`src/rtl/ex_mem_result_reg_if.sv`:
```
// ex_mem_result_reg_if: execute-to-memory boundary signal bundle
interface ex_mem_result_reg_if #(
  parameter int DATA_W = 16,
  parameter int REG_W  = 3
);
  logic              stall;
  logic              flush;
  logic              in_valid;
  logic [DATA_W-1:0] alu_out;
  logic [DATA_W-1:0] btr_out;
  logic [DATA_W-1:0] imm_val;
  logic              set_cond;
  logic [1:0]        result_sel;
  logic [REG_W-1:0]  in_write_reg;
  logic              in_reg_write;
  logic              in_mem_read;
  logic              in_mem_write;
  logic [DATA_W-1:0] in_store_data;
  logic              in_halt;
  logic              out_valid;
  logic [DATA_W-1:0] out_result;
  logic [DATA_W-1:0] out_store_data;
  logic [REG_W-1:0]  out_write_reg;
  logic              out_reg_write;
  logic              out_mem_read;
  logic              out_mem_write;
  logic              out_halt;
  logic              fwd_valid;
  logic [REG_W-1:0]  fwd_reg;
  logic [DATA_W-1:0] fwd_data;
  modport master (
    output stall, flush, in_valid, alu_out, btr_out, imm_val, set_cond, result_sel,
           in_write_reg, in_reg_write, in_mem_read, in_mem_write, in_store_data, in_halt,
    input  out_valid, out_result, out_store_data, out_write_reg, out_reg_write,
           out_mem_read, out_mem_write, out_halt, fwd_valid, fwd_reg, fwd_data
  );
  modport slave (
    input  stall, flush, in_valid, alu_out, btr_out, imm_val, set_cond, result_sel,
           in_write_reg, in_reg_write, in_mem_read, in_mem_write, in_store_data, in_halt,
    output out_valid, out_result, out_store_data, out_write_reg, out_reg_write,
           out_mem_read, out_mem_write, out_halt, fwd_valid, fwd_reg, fwd_data
  );
endinterface

```
`src/rtl/ex_mem_result_reg.sv`:
```
// ex_mem_result_reg: EX/MEM pipeline register with result select, stall, flush and sticky halt
module ex_mem_result_reg #(
  parameter int DATA_W = 16,
  parameter int REG_W  = 3
) (
  input logic clk,
  input logic rst,
  ex_mem_result_reg_if.slave bus
);
  logic [DATA_W-1:0] result;
  logic              halted;
  always_comb begin
    result = bus.result_sel == 2'b00 ? bus.alu_out :
             bus.result_sel == 2'b01 ? bus.btr_out :
             bus.result_sel == 2'b10 ? bus.imm_val :
             {{(DATA_W-1){1'b0}}, bus.set_cond};
  end
  always_ff @(posedge clk) begin
    if (rst || bus.flush || (halted && !bus.stall)) begin
      bus.out_valid      <= 1'b0;
      bus.out_result     <= '0;
      bus.out_store_data <= '0;
      bus.out_write_reg  <= '0;
      bus.out_reg_write  <= 1'b0;
      bus.out_mem_read   <= 1'b0;
      bus.out_mem_write  <= 1'b0;
    end else if (!bus.stall) begin
      bus.out_valid      <= bus.in_valid;
      bus.out_result     <= result;
      bus.out_store_data <= bus.in_store_data;
      bus.out_write_reg  <= bus.in_write_reg;
      bus.out_reg_write  <= bus.in_reg_write & bus.in_valid;
      bus.out_mem_read   <= bus.in_mem_read & bus.in_valid;
      bus.out_mem_write  <= bus.in_mem_write & bus.in_valid;
    end
  end
  always_ff @(posedge clk) begin
    if (rst)
      halted <= 1'b0;
    else if (!bus.flush && !bus.stall && bus.in_valid && bus.in_halt)
      halted <= 1'b1;
  end
  assign bus.out_halt  = halted;
  assign bus.fwd_valid = bus.out_valid & bus.out_reg_write;
  assign bus.fwd_reg   = bus.out_write_reg;
  assign bus.fwd_data  = bus.out_result;
endmodule

```
`src/flat_wrapper.sv`:
```
// flat-port wrapper written by rule: the top's interface ports become plain ports
module ex_mem_result_reg_flat 
#(
  parameter int DATA_W = 16,
  parameter int REG_W  = 3
)
  (clk, rst, bus_stall, bus_flush, bus_in_valid, bus_alu_out, bus_btr_out, bus_imm_val, bus_set_cond, bus_result_sel, bus_in_write_reg, bus_in_reg_write, bus_in_mem_read, bus_in_mem_write, bus_in_store_data, bus_in_halt, bus_out_valid, bus_out_result, bus_out_store_data, bus_out_write_reg, bus_out_reg_write, bus_out_mem_read, bus_out_mem_write, bus_out_halt, bus_fwd_valid, bus_fwd_reg, bus_fwd_data);
  ex_mem_result_reg_if #(.DATA_W(DATA_W), .REG_W(REG_W)) bus_i ();
  input logic clk;
  input logic rst;
  input wire logic [$bits(bus_i.stall)-1:0] bus_stall;
  input wire logic [$bits(bus_i.flush)-1:0] bus_flush;
  input wire logic [$bits(bus_i.in_valid)-1:0] bus_in_valid;
  input wire logic [$bits(bus_i.alu_out)-1:0] bus_alu_out;
  input wire logic [$bits(bus_i.btr_out)-1:0] bus_btr_out;
  input wire logic [$bits(bus_i.imm_val)-1:0] bus_imm_val;
  input wire logic [$bits(bus_i.set_cond)-1:0] bus_set_cond;
  input wire logic [$bits(bus_i.result_sel)-1:0] bus_result_sel;
  input wire logic [$bits(bus_i.in_write_reg)-1:0] bus_in_write_reg;
  input wire logic [$bits(bus_i.in_reg_write)-1:0] bus_in_reg_write;
  input wire logic [$bits(bus_i.in_mem_read)-1:0] bus_in_mem_read;
  input wire logic [$bits(bus_i.in_mem_write)-1:0] bus_in_mem_write;
  input wire logic [$bits(bus_i.in_store_data)-1:0] bus_in_store_data;
  input wire logic [$bits(bus_i.in_halt)-1:0] bus_in_halt;
  output wire logic [$bits(bus_i.out_valid)-1:0] bus_out_valid;
  output wire logic [$bits(bus_i.out_result)-1:0] bus_out_result;
  output wire logic [$bits(bus_i.out_store_data)-1:0] bus_out_store_data;
  output wire logic [$bits(bus_i.out_write_reg)-1:0] bus_out_write_reg;
  output wire logic [$bits(bus_i.out_reg_write)-1:0] bus_out_reg_write;
  output wire logic [$bits(bus_i.out_mem_read)-1:0] bus_out_mem_read;
  output wire logic [$bits(bus_i.out_mem_write)-1:0] bus_out_mem_write;
  output wire logic [$bits(bus_i.out_halt)-1:0] bus_out_halt;
  output wire logic [$bits(bus_i.fwd_valid)-1:0] bus_fwd_valid;
  output wire logic [$bits(bus_i.fwd_reg)-1:0] bus_fwd_reg;
  output wire logic [$bits(bus_i.fwd_data)-1:0] bus_fwd_data;
  assign bus_i.stall = bus_stall;
  assign bus_i.flush = bus_flush;
  assign bus_i.in_valid = bus_in_valid;
  assign bus_i.alu_out = bus_alu_out;
  assign bus_i.btr_out = bus_btr_out;
  assign bus_i.imm_val = bus_imm_val;
  assign bus_i.set_cond = bus_set_cond;
  assign bus_i.result_sel = bus_result_sel;
  assign bus_i.in_write_reg = bus_in_write_reg;
  assign bus_i.in_reg_write = bus_in_reg_write;
  assign bus_i.in_mem_read = bus_in_mem_read;
  assign bus_i.in_mem_write = bus_in_mem_write;
  assign bus_i.in_store_data = bus_in_store_data;
  assign bus_i.in_halt = bus_in_halt;
  assign bus_out_valid = bus_i.out_valid;
  assign bus_out_result = bus_i.out_result;
  assign bus_out_store_data = bus_i.out_store_data;
  assign bus_out_write_reg = bus_i.out_write_reg;
  assign bus_out_reg_write = bus_i.out_reg_write;
  assign bus_out_mem_read = bus_i.out_mem_read;
  assign bus_out_mem_write = bus_i.out_mem_write;
  assign bus_out_halt = bus_i.out_halt;
  assign bus_fwd_valid = bus_i.fwd_valid;
  assign bus_fwd_reg = bus_i.fwd_reg;
  assign bus_fwd_data = bus_i.fwd_data;
  ex_mem_result_reg #(.DATA_W(DATA_W), .REG_W(REG_W)) u_core (.clk(clk), .rst(rst), .bus(bus_i));
endmodule
```
`config.mk`:
```
export PLATFORM = sky130hd
export DESIGN_NAME = ex_mem_result_reg_flat
export DESIGN_NICKNAME = d
export VERILOG_FILES = /design/src/rtl/ex_mem_result_reg_if.sv /design/src/rtl/ex_mem_result_reg.sv /design/src/flat_wrapper.sv
export SDC_FILE = /design/constraint.sdc
export NUM_CORES = 1
export LEC_CHECK = 0
export CORE_MARGIN = 8
export CORE_UTILIZATION = 38
export CTS_CLUSTER_SIZE = 14
export DETAILED_ROUTE_END_ITERATION = 6
export GPL_TIMING_DRIVEN = 0
export PLACE_DENSITY = 0.86
export REMOVE_ABC_BUFFERS = 1
export SLEW_MARGIN = 20
export SYNTH_ARGS = -nofsm -noshare
export SYNTH_HDL_FRONTEND = slang
export SYNTH_SLANG_ARGS = --single-unit
```
`constraint.sdc`:
```
create_clock -name clk -period 2.5 [get_ports clk]
set_clock_uncertainty 0.05 [all_clocks]
set_input_delay 0.5 -clock clk [delete_from_list [all_inputs] [get_ports clk]]
set_output_delay 0.5 -clock clk [all_outputs]
set_load 0.005 [all_outputs]
```
==> summary.txt <==
Outcome
  – Outcome: complete, no violations

Pwr
  – Leak: between 1 and 1.5 nW
  – PwrDens: 431.5 nW/µm²
  – Tot Pwr: ~1.4 mW
  – Max VDD drop: 0.3064 mV

Timing
  – Peak Freq: 461.7 MHz
  – # setup viols final: 0
  – Final Cycle Share: 0.8663
  – Hold_ws: 433.9 ps
  – Slew Viols, Final: 0
  – Slew @ Worst Pin: 765.1 ps
  – Max_slew headroom: 0.4900
  – RSZ-0062 raised after global routing: false
  – Endpoints failing hold: 0
  – Final min period: approximately 2200 ps

Route
  – DRC Markers: 0
  – DR iter-0 viols: 75
  – Average routed wire per standard cell: 16.20 µm
  – Via count: 1851
  – Vias/cell: about 4.8
  – Final wirelength: 6300 µm
  – First-pass DRT Iterations: 5
  – Detail Route Antenna Nets: 0

Setup path
  – R2R cell count: 4
  – Crit path kind: in2reg
  – Worst endpoint data arrival time: 2300 ps
  – Worst-path maximum fanout: 17
  – Setup crit start kind: input pin
  – Critical Path End Type: register
  – CP required: 2640 ps

Placed design
  – Port-buffer cells: 138
  – # placed instances: ~380
  – GPL Wtd Cong: 0.6587
  – DP Wirelength: about 4900 µm

Finish
  – Share of layout cells above drive strength 1: 0.09091
  – # diodes: 0
  – Layout area overhead: 67.75%
  – Fin nets: 397
  – Fin cells: 389

Yosys
  – Post-synth cell types: 22
  – Syn Inst Count: around 210
  – Syn Area/Cell: about 9.8 µm²
  – Mapped Area: 2002 µm²
  – Synthesis Warnings: 0
  – Register bit total from synthesis: 40
  – Sequential area share after synthesis: 0.4000

GRT
  – Vias in the first global route: between 1500 and 2000
  – Initial antenna violation count: 0
  – Total GRT Usage: 0.1566
  – Gr ovfl total: 0
  – First-pass GRT wire length: 9570 µm
  – Largest net degree at the start of global routing: 57

Die
  – Die Ht: 88.58 µm
  – Boundary pin count: 139
  – Initial core utilization: 0.3920
  – Core Area: 5107 µm²
  – FP Rows: 26
  – Die Area: 7846 µm²
  – Die Wd: 88.58 µm

CTS
  – Htree depth: 2
  – Clock network latency to the later pin of the worst-skew pair: 280 ps
  – Clk root buf: clkbuf_8
  – CTS tree: done
  – TritonCTS Sinks: 40
  – Post-CTS Resized: 0
  – Cts hold-fix bufs: 0
  – CTS buffer count: 5
  – Reg clk slew, reported paths: approximately 80 ps
  – Postcts setup bufs: 0
  – CTS Buffer Depth: 2

Worst hold path
  – Hold depth: 2
  – Hold Path Class: reg2reg

Job
  – Max_cap viols: 0
[through the flow]
stage	cell area [µm²]	setup WS, ps	setup TNS, ps	utilization
after detailed placement	3271	-273.5	-3514	0.6404
after global placement	3234	-4687	-180570	0.6333
final	3358	334.3	0	0.6575
after global routing	3358	162.6	0	0.6575
after CTS	3363	26.26	0	0.6585
after floorplan	1765	-888.8	-32510	-
[per-layer routing]
| layer | vias to the layer above | track usage | wire length, µm |
|---|---|---|---|
| met5 | - | 0 | 0 |
| met4 | 0 | 0.04608 | 53 |
| met3 | 7 | 0.05292 | 561 |
| met2 | 68 | 0.2953 | 3337 |
| met1 | 869 | 0.1575 | 2347 |
| li1 | 907 | - | - |
[cell type report]
type	instances	area, µm²
Fill cell	444	1749
Timing Repair Buffer	139	1401
Multi-Input combinational cell	116	915.9
Sequential cell	40	800.8
Tap cell	70	87.58
Clock buffer	6	82.58
Inverter	16	60.06
Clock inverter	2	10.01
[worst paths after layout]
path                                 from                       to  slack (ps)
hold reg to reg   u_core.bus.fwd_data[12]  u_core.bus.fwd_data[12]         430
setup / recovery        bus_result_sel[0]   u_core.bus.fwd_data[2]         330
setup reg to reg      u_core.bus.out_halt   u_core.bus.fwd_data[2]        1090
hold / removal    u_core.bus.fwd_data[12]  u_core.bus.fwd_data[12]         430
[cells in the mapped netlist]
master | n | share of area
a21oi_1 | 17 | 0.042
a221oi_1 | 5 | 0.022
a221oi_2 | 10 | 0.075
a22oi_1 | 3 | 0.011
and2_1 | 1 | 0.0031
buf_1 | 1 | 0.0019
buf_12 | 1 | 0.010
buf_2 | 8 | 0.020
buf_4 | 19 | 0.071
buf_6 | 2 | 0.011
clkbuf_1 | 2 | 0.0038
dfxtp_1 | 40 | 0.40
inv_1 | 16 | 0.030
mux2i_1 | 35 | 0.18
mux4_1 | 1 | 0.013
nand3b_1 | 1 | 0.0038
nor2_1 | 25 | 0.047
nor2b_1 | 1 | 0.0031
nor2b_4 | 1 | 0.0069
o21ai_0 | 1 | 0.0025
or2_0 | 9 | 0.028
or2_2 | 6 | 0.019
[layout by cell type (no fill, tap or decap), drive strengths merged, types with 2 or more instances in the layout]
cell and instances:
clkdlybuf4s50 136, inv 16, dfxtp 40, a221oi 15, clkbuf 6, buf 3
or2 15, nor2 25, a22oi 3, mux2i 35, a21oi 17, nor2b 2
clkinv 2
[cells by family after synthesis]
kind of cell           after synthesis  synth area share
multiplexers                        36            0.1881
AO/OA/AOI/OAI                       36            0.1531
buffers and inverters               49            0.1481
flip-flops                          40            0.4000
AND/OR/NAND/NOR                     44            0.1106
[worst max-delay path, cell delays in order]
cell and delay (ps):
clkdlybuf4s50_1 850, nor2b_4 510, a21oi_1 130, a221oi_1 300
[power by group]
| group | internal, mW | switching, mW |
|---|---|---|
| logic | 0.220 | 0.115 |
| clock network | 0.220 | 0.220 |
| registers | 0.660 | 0.0146 |
(Power assumes the default switching activity.)
